===== config.mk =====
export PLATFORM = sky130hd
export DESIGN_NAME = uart_echo_tester
export DESIGN_NICKNAME = d
export VERILOG_FILES = /design/src/rtl/uart_echo_tester.sv
export SDC_FILE = /design/constraint.sdc
export NUM_CORES = 1
export LEC_CHECK = 0
export ABC_AREA = 1
export CAP_MARGIN = 10
export CELL_PAD_IN_SITES_DETAIL_PLACEMENT = 1
export CELL_PAD_IN_SITES_GLOBAL_PLACEMENT = 1
export CORE_MARGIN = 1.5
export CORE_UTILIZATION = 39
export DETAILED_ROUTE_END_ITERATION = 12
export GPL_TIMING_DRIVEN = 0
export HOLD_SLACK_MARGIN = 0.02
export PLACE_DENSITY_LB_ADDON = 0.12
export SLEW_MARGIN = 20
export SYNTH_ARGS = -nofsm -noshare
export SYNTH_HDL_FRONTEND = slang
export SYNTH_SLANG_ARGS = --single-unit

===== constraint.sdc =====
create_clock -name clk -period 1.7 [get_ports clk]
set_input_delay 0.51 -clock clk [delete_from_list [all_inputs] [get_ports clk]]
set_output_delay 0.51 -clock clk [all_outputs]
set_load 0.1 [all_outputs]

===== src/rtl/uart_echo_tester.sv =====
// UART echo-path link partner: sends an incrementing byte pattern on tx and checks
// that each byte comes back on rx, counting mismatches, framing errors and timeouts.
module uart_echo_tester #(
  parameter int unsigned CLKS_PER_BIT = 5208,
  parameter int unsigned TIMEOUT_BITS = 30
) (
  input  logic       clk,
  input  logic       reset,
  input  logic       start,
  input  logic [7:0] num_bytes,
  input  logic [7:0] seed,
  input  logic       rx,
  output logic       tx,
  output logic       busy,
  output logic       done,
  output logic       pass,
  output logic [7:0] err_count
);

  localparam int unsigned ToCycles = TIMEOUT_BITS * CLKS_PER_BIT;
  localparam int unsigned CntW     = $clog2(CLKS_PER_BIT);
  localparam int unsigned ToW      = $clog2(ToCycles + 1);
  localparam logic [CntW-1:0] BitLast  = CntW'(CLKS_PER_BIT - 1);
  localparam logic [CntW-1:0] HalfLast = CntW'(CLKS_PER_BIT / 2 - 1);
  localparam logic [ToW-1:0]  ToLast   = ToW'(ToCycles - 1);

  typedef enum logic [2:0] {StIdle, StSend, StWaitEcho, StCheck, StFinish} state_e;
  typedef enum logic [2:0] {RxIdle, RxStart, RxData, RxStop, RxWaitHigh} rx_state_e;

  state_e          state_q;
  logic            tx_q, busy_q, done_q, pass_q, timeout_q;
  logic [7:0]      err_q, byte_q;
  logic [8:0]      left_q;
  logic [3:0]      bit_idx_q;
  logic [CntW-1:0] bit_cnt_q;
  logic [ToW-1:0]  to_cnt_q;

  rx_state_e       rx_state_q;
  logic [1:0]      rx_sync_q;
  logic            rx_prev_q, frame_err_q, pend_q;
  logic [CntW-1:0] rx_cnt_q;
  logic [2:0]      rx_bit_q;
  logic [7:0]      rx_shift_q, rx_byte_q;

  logic       rx_s, byte_err, more, send_entry;
  logic [7:0] err_nxt;

  assign rx_s       = rx_sync_q[1];
  assign byte_err   = timeout_q | frame_err_q | (rx_byte_q != byte_q);
  assign err_nxt    = (byte_err && (err_q != 8'hFF)) ? err_q + 8'd1 : err_q;
  assign more       = (left_q != 9'd1);
  assign send_entry = ((state_q == StIdle) && start) || ((state_q == StCheck) && more);

  assign tx        = tx_q;
  assign busy      = busy_q;
  assign done      = done_q;
  assign pass      = pass_q;
  assign err_count = err_q;

  always_ff @(posedge clk) begin
    if (reset) begin
      state_q   <= StIdle;
      tx_q      <= 1'b1;
      busy_q    <= 1'b0;
      done_q    <= 1'b0;
      pass_q    <= 1'b0;
      err_q     <= 8'd0;
      byte_q    <= 8'd0;
      left_q    <= 9'd0;
      bit_idx_q <= 4'd0;
      bit_cnt_q <= '0;
      to_cnt_q  <= '0;
      timeout_q <= 1'b0;
    end else begin
      done_q <= 1'b0;
      unique case (state_q)
        StIdle: begin
          if (start) begin
            byte_q    <= seed;
            left_q    <= (num_bytes == 8'd0) ? 9'd256 : {1'b0, num_bytes};
            err_q     <= 8'd0;
            pass_q    <= 1'b0;
            busy_q    <= 1'b1;
            tx_q      <= 1'b0;
            bit_idx_q <= 4'd0;
            bit_cnt_q <= '0;
            state_q   <= StSend;
          end
        end
        StSend: begin
          if (bit_cnt_q == BitLast) begin
            bit_cnt_q <= '0;
            if (bit_idx_q == 4'd9) begin
              to_cnt_q  <= '0;
              timeout_q <= 1'b0;
              state_q   <= StWaitEcho;
            end else begin
              // Slot bit_idx+1 carries data bit bit_idx; slot 9 is the stop bit.
              bit_idx_q <= bit_idx_q + 4'd1;
              tx_q      <= (bit_idx_q == 4'd8) ? 1'b1 : byte_q[bit_idx_q[2:0]];
            end
          end else begin
            bit_cnt_q <= bit_cnt_q + CntW'(1);
          end
        end
        StWaitEcho: begin
          if (pend_q) begin
            state_q <= StCheck;
          end else if (to_cnt_q == ToLast) begin
            timeout_q <= 1'b1;
            state_q   <= StCheck;
          end else begin
            to_cnt_q <= to_cnt_q + ToW'(1);
          end
        end
        StCheck: begin
          err_q  <= err_nxt;
          byte_q <= byte_q + 8'd1;
          left_q <= left_q - 9'd1;
          if (more) begin
            tx_q      <= 1'b0;
            bit_idx_q <= 4'd0;
            bit_cnt_q <= '0;
            state_q   <= StSend;
          end else begin
            busy_q  <= 1'b0;
            done_q  <= 1'b1;
            pass_q  <= (err_nxt == 8'd0);
            state_q <= StFinish;
          end
        end
        StFinish: state_q <= StIdle;
        default:  state_q <= StIdle;
      endcase
    end
  end

  // Receiver runs continuously so an echo overlapping our own stop bit is still caught.
  always_ff @(posedge clk) begin
    if (reset) begin
      rx_sync_q   <= 2'b11;
      rx_prev_q   <= 1'b1;
      rx_state_q  <= RxIdle;
      rx_cnt_q    <= '0;
      rx_bit_q    <= 3'd0;
      rx_shift_q  <= 8'd0;
      rx_byte_q   <= 8'd0;
      frame_err_q <= 1'b0;
      pend_q      <= 1'b0;
    end else begin
      rx_sync_q <= {rx_sync_q[0], rx};
      rx_prev_q <= rx_s;
      if (send_entry) pend_q <= 1'b0;
      unique case (rx_state_q)
        RxIdle: begin
          if (rx_prev_q && !rx_s) begin
            rx_cnt_q   <= '0;
            rx_state_q <= RxStart;
          end
        end
        RxStart: begin
          if (rx_cnt_q == HalfLast) begin
            rx_cnt_q   <= '0;
            rx_bit_q   <= 3'd0;
            rx_state_q <= rx_s ? RxIdle : RxData;
          end else begin
            rx_cnt_q <= rx_cnt_q + CntW'(1);
          end
        end
        RxData: begin
          if (rx_cnt_q == BitLast) begin
            rx_cnt_q   <= '0;
            rx_shift_q <= {rx_s, rx_shift_q[7:1]};
            if (rx_bit_q == 3'd7) rx_state_q <= RxStop;
            else                  rx_bit_q   <= rx_bit_q + 3'd1;
          end else begin
            rx_cnt_q <= rx_cnt_q + CntW'(1);
          end
        end
        RxStop: begin
          if (rx_cnt_q == BitLast) begin
            rx_cnt_q    <= '0;
            rx_byte_q   <= rx_shift_q;
            frame_err_q <= !rx_s;
            if ((state_q != StIdle) && !send_entry) pend_q <= 1'b1;
            rx_state_q  <= rx_s ? RxIdle : RxWaitHigh;
          end else begin
            rx_cnt_q <= rx_cnt_q + CntW'(1);
          end
        end
        RxWaitHigh: if (rx_s) rx_state_q <= RxIdle;
        default:    rx_state_q <= RxIdle;
      endcase
    end
  end

endmodule

==> impl.org <==
** Run status
- The flow ran to the end, but the final reports show violations.
- The checks that failed: setup timing.

** Placed design
- Placer congestion estimate :: 0.883
- Detailed placement finished with a half-perimeter wire length of 13000 um.
- Buffers placed on the I/O ports in this run total 31.
- Number of cells in the design after placement :: around 1100
- At the placement stage, the worst setup path has a slack of -0.692 ns.

** Floorplanning
- Count of boundary I/O pins :: 32
- In this run the horizontal extent of the chip is around 130 um.
- The die covers 15900 um^2.
- The die is ~130 um tall.
- After floorplanning, the core was divided into between 40 and 50 placement rows.
- The floorplan step defined a core boundary enclosing about 15000 um^2.
- For this configuration, the core starts out at a cell density of 0.403.

** Routing
- Number of remaining DRC errors :: 0
- Total number of vias :: 6426
- Vias per Instance :: between 5 and 6
- The count of nets left with antenna violations once routing finished came out at 0.
- Before antenna repair, the detailed router went through 5 iterations.
- Total Wirelength :: about 21000 um
- Routed length per instance :: between 15 and 20 um
- Iter 0 DRT Violations :: 317

** Timing
- Highest Clock Rate :: 531 MHz
- Setup repair after global routing could not meet its margin everywhere.
- Final-layout worst hold slack :: between 0.4 and 0.5 ns
- At the pin with the least slew margin, the transition time is roughly 0.48 ns.
- Period Utilization, post-route :: 1.11
- For the finished layout, the period the worst path requires is approximately 1.9 ns.
- Across the routed clock network, the largest skew measured is between 0.007 and 0.008 ns.
- Across all setup checks in the final design, the least slack found is -0.182 ns.
- Headroom to the max-slew limit :: 0.679
- The number of max-slew violations in the final report is 0.
- Setup violations remaining at the end of the flow were counted as 41.
- The final-report hold violation count is 0.

** Worst setup path
- Category of the critical setup timing path :: in2reg
- Along the worst path, the maximum fanout reaches 4.
- Critical path capture point type :: flip-flop
- Data on the critical path arrives at its endpoint at roughly 2.2 ns.
- The worst setup path is launched from a primary input.
- Data on the critical path is required at its endpoint by approximately 2.0 ns.

** Global routing
- Global-route usage over all layers :: 0.249
- Via count of the first global-routing pass :: roughly 6500
- Pin count of the biggest net entering global routing :: 19
- Residual overflow from global routing :: 0
- First-pass GRT wire length :: approximately 32000 um
- Number of antenna violations at the first check in global routing :: 0

** Synthesis
- A synthesized cell averages between 6 and 7 um^2.
- Of the post-synthesis cell area, the dominant cell type holds 0.365.
- After technology mapping, the gate count stands at between 800 and 900.
- Synth Cell Area :: slightly below 6000 um^2
- Share of async-settable or async-resettable flops after synthesis :: 0
- Library cell occupying the most area in the post-synthesis netlist :: dfxtp_1
- Seq/Total Area, Yosys :: 0.365
- The Yosys step of the flow raised 0 warnings.
- Count of flip-flops with a built-in enable after synthesis :: 0
- Primary FF master, synth :: dfxtp_1
- Synthesis-stage register bit count :: roughly 110
- In the post-synthesis netlist, the biggest area contributors are dfxtp_1, nand2_1, inv_1.
- The synthesized netlist contains between 40 and 50 unique library cells.
- The number of nets in the synthesized netlist is between 900 and 1000.

** Clocking
- Root cell of the clock tree :: clkbuf_16
- Buffer levels on the longest clock path :: 2
- For the worst-skew pair, the clock arrives at the later sink with an insertion delay of 0.36 ns.
- Buffers inserted during clock tree synthesis total 9.
- Clock slew seen by the registers of the worst setup and hold paths :: approximately 0.080 ns
- TritonCTS built the clock tree.
- CTS built an H-tree with a depth of 3.
- Clock sink count :: ~110

** Layout
- Area Growth Syn to Fin :: 38.9%
- The number of antenna diodes in the final layout is 0.
- The multi-input combinational cells in the finished layout cover a total of 3930 um^2.
- End-of-flow core utilization :: 0.559
- The net count of the finished layout is approximately 1000.
- Non-filler cells, final :: ~1200
- Number of filler instances in the final layout :: 1821
- In the final layout, the share of cells above drive strength 1 is 0.336.
- FF/Latch Area :: between 2000 and 2500 um^2

** Worst hold path
- Type of the worst min-delay path :: reg2reg

** Job
- Max-cap violations in this run came to 0.

** Power
- IR analysis of the VDD net gives a maximum drop of 0.000712 V.
- Total leakage power :: about 3.2 nW
- Ratio of total power to cell area :: 1000 nW/um^2
layer usage:
| layer | share of wire | track usage | routed length [um] | vias up |
|---|---|---|---|---|
| li1 | - | - | - | 3119 |
| met2 | 0.51 | 0.454 | 11000 | 118 |
| met5 | 0 | 0 | 0 | - |
| met1 | 0.44 | 0.309 | 9350 | 3153 |
| met4 | 0.021 | 0.0717 | 454 | 0 |
| met3 | 0.028 | 0.0306 | 609 | 36 |
sequential cells by signal, indices dropped and copies added, names as in the netlist, 4 cells and up:
| name | count |
|---|---|
| to_cnt_q | 18 |
| bit_cnt_q | 13 |
| rx_byte_q | 8 |
| err_count | 8 |
| byte_q | 8 |
| bit_idx_q | 4 |
| rx_shift_q | 8 |
| rx_cnt_q | 13 |
| left_q | 9 |
stage by stage:
stage	setup TNS (ns)	instance area, um^2	power, W
floorplan	-0.0533	5970	0.00419
global placement	-52.14	6510	0.00464
detailed placement	-54.60	6510	0.00474
CTS	-1.96	7400	0.00748
global route	-11.12	8220	0.00861
finish	-2.98	8220	0.00824
final cells by class:
cell class              instances  share of cell area
plain buffers                  19              0.0167
multi-input cells             627               0.477
clock inverters                 7             0.00913
well taps                     184              0.0280
flip-flops and latches        108               0.274
inverters                     127              0.0633
clock buffers                   9              0.0274
repair buffers                100               0.104
kinds of logic after synthesis:
| kind of cell | share of synthesized area |
|---|---|
| adders and majority gates | 0.0254 |
| buffers and inverters | 0.0968 |
| xor gates and xnor gates | 0.0311 |
| DFF | 0.365 |
| AOI/OAI and AO/OA | 0.159 |
| and+or+nand+nor | 0.322 |
cells in the mapped netlist (12+ instances only):
master	number
a21oi_1	86
clkbuf_1	12
dfxtp_1	108
ha_1	12
inv_1	115
nand2_1	186
nand3_1	54
nand4_1	14
nor2_1	91
nor3_1	27
nor4_1	15
o21ai_0	47
xor2_1	17
power by group:
| part | switching, W | internal, W | leakage, nW |
|---|---|---|---|
| registers | 0.000213 | 0.00271 | 0.900 |
| clock network | 0.00109 | 0.00116 | 0.145 |
| logic | 0.00189 | 0.00118 | 2.14 |
| total | 0.00320 | 0.00505 | 3.18 |
critical path: stages:
cell	delay [ns]
clkdlybuf4s50_1	0.48
inv_2	0.07
nand2_4	0.08
nand2_4	0.06
nor2_8	0.18
buf_6	0.13
inv_4	0.04
nor2_4	0.14
nand2_4	0.08
nor3_4	0.19
nor2_1	0.06
nor3_1	0.15
repair_timing:
| item | 4_1_cts | 5_1_grt |
|---|---|---|
| cloned | 4 | 1 |
| hold buffers | 0 | 0 |
| buffers inserted | 32 | 36 |
| pin swaps | 36 | 63 |
| setup endpoints to repair | 118 | 94 |
| resized for setup | 188 | 188 |
placed cells by master (no fill, tap or decap), types with 9 or more instances in the layout:
cell and instances:
nand2_1 151, inv_1 92, a21oi_1 78, nor2_1 68
dfxtp_1 64, buf_4 59, nand3_1 47, dfxtp_2 30
nand2_2 26, o21ai_0 25, inv_2 22, nor3_1 19
o21ai_1 19, clkdlybuf4s50_1 19, xor2_1 17, nor2_4 16
nor2_2 14, nand4_1 14, dfxtp_4 14, nand2_4 13
buf_6 12, clkbuf_4 10, clkbuf_16 10, a21oi_2 9
path summary, 6_finish.rpt:
check / cells past startpoint / end / from / slack [ns]
worst min-delay path: 1 / rx_sync_q[1]$_SDFF_PP1_ / rx_sync_q[0]$_SDFF_PP1_ / 0.42
worst max-delay path: 12 / bit_cnt_q[9]$_SDFFE_PP0P_ / start / -0.18
worst max register to register: 11 / bit_cnt_q[9]$_SDFFE_PP0P_ / left_q[4]$_SDFFE_PP0P_ / -0.16
worst min register to register: 1 / rx_sync_q[1]$_SDFF_PP1_ / rx_sync_q[0]$_SDFF_PP1_ / 0.42
No activity file was read; power rests on OpenSTA's default activity.
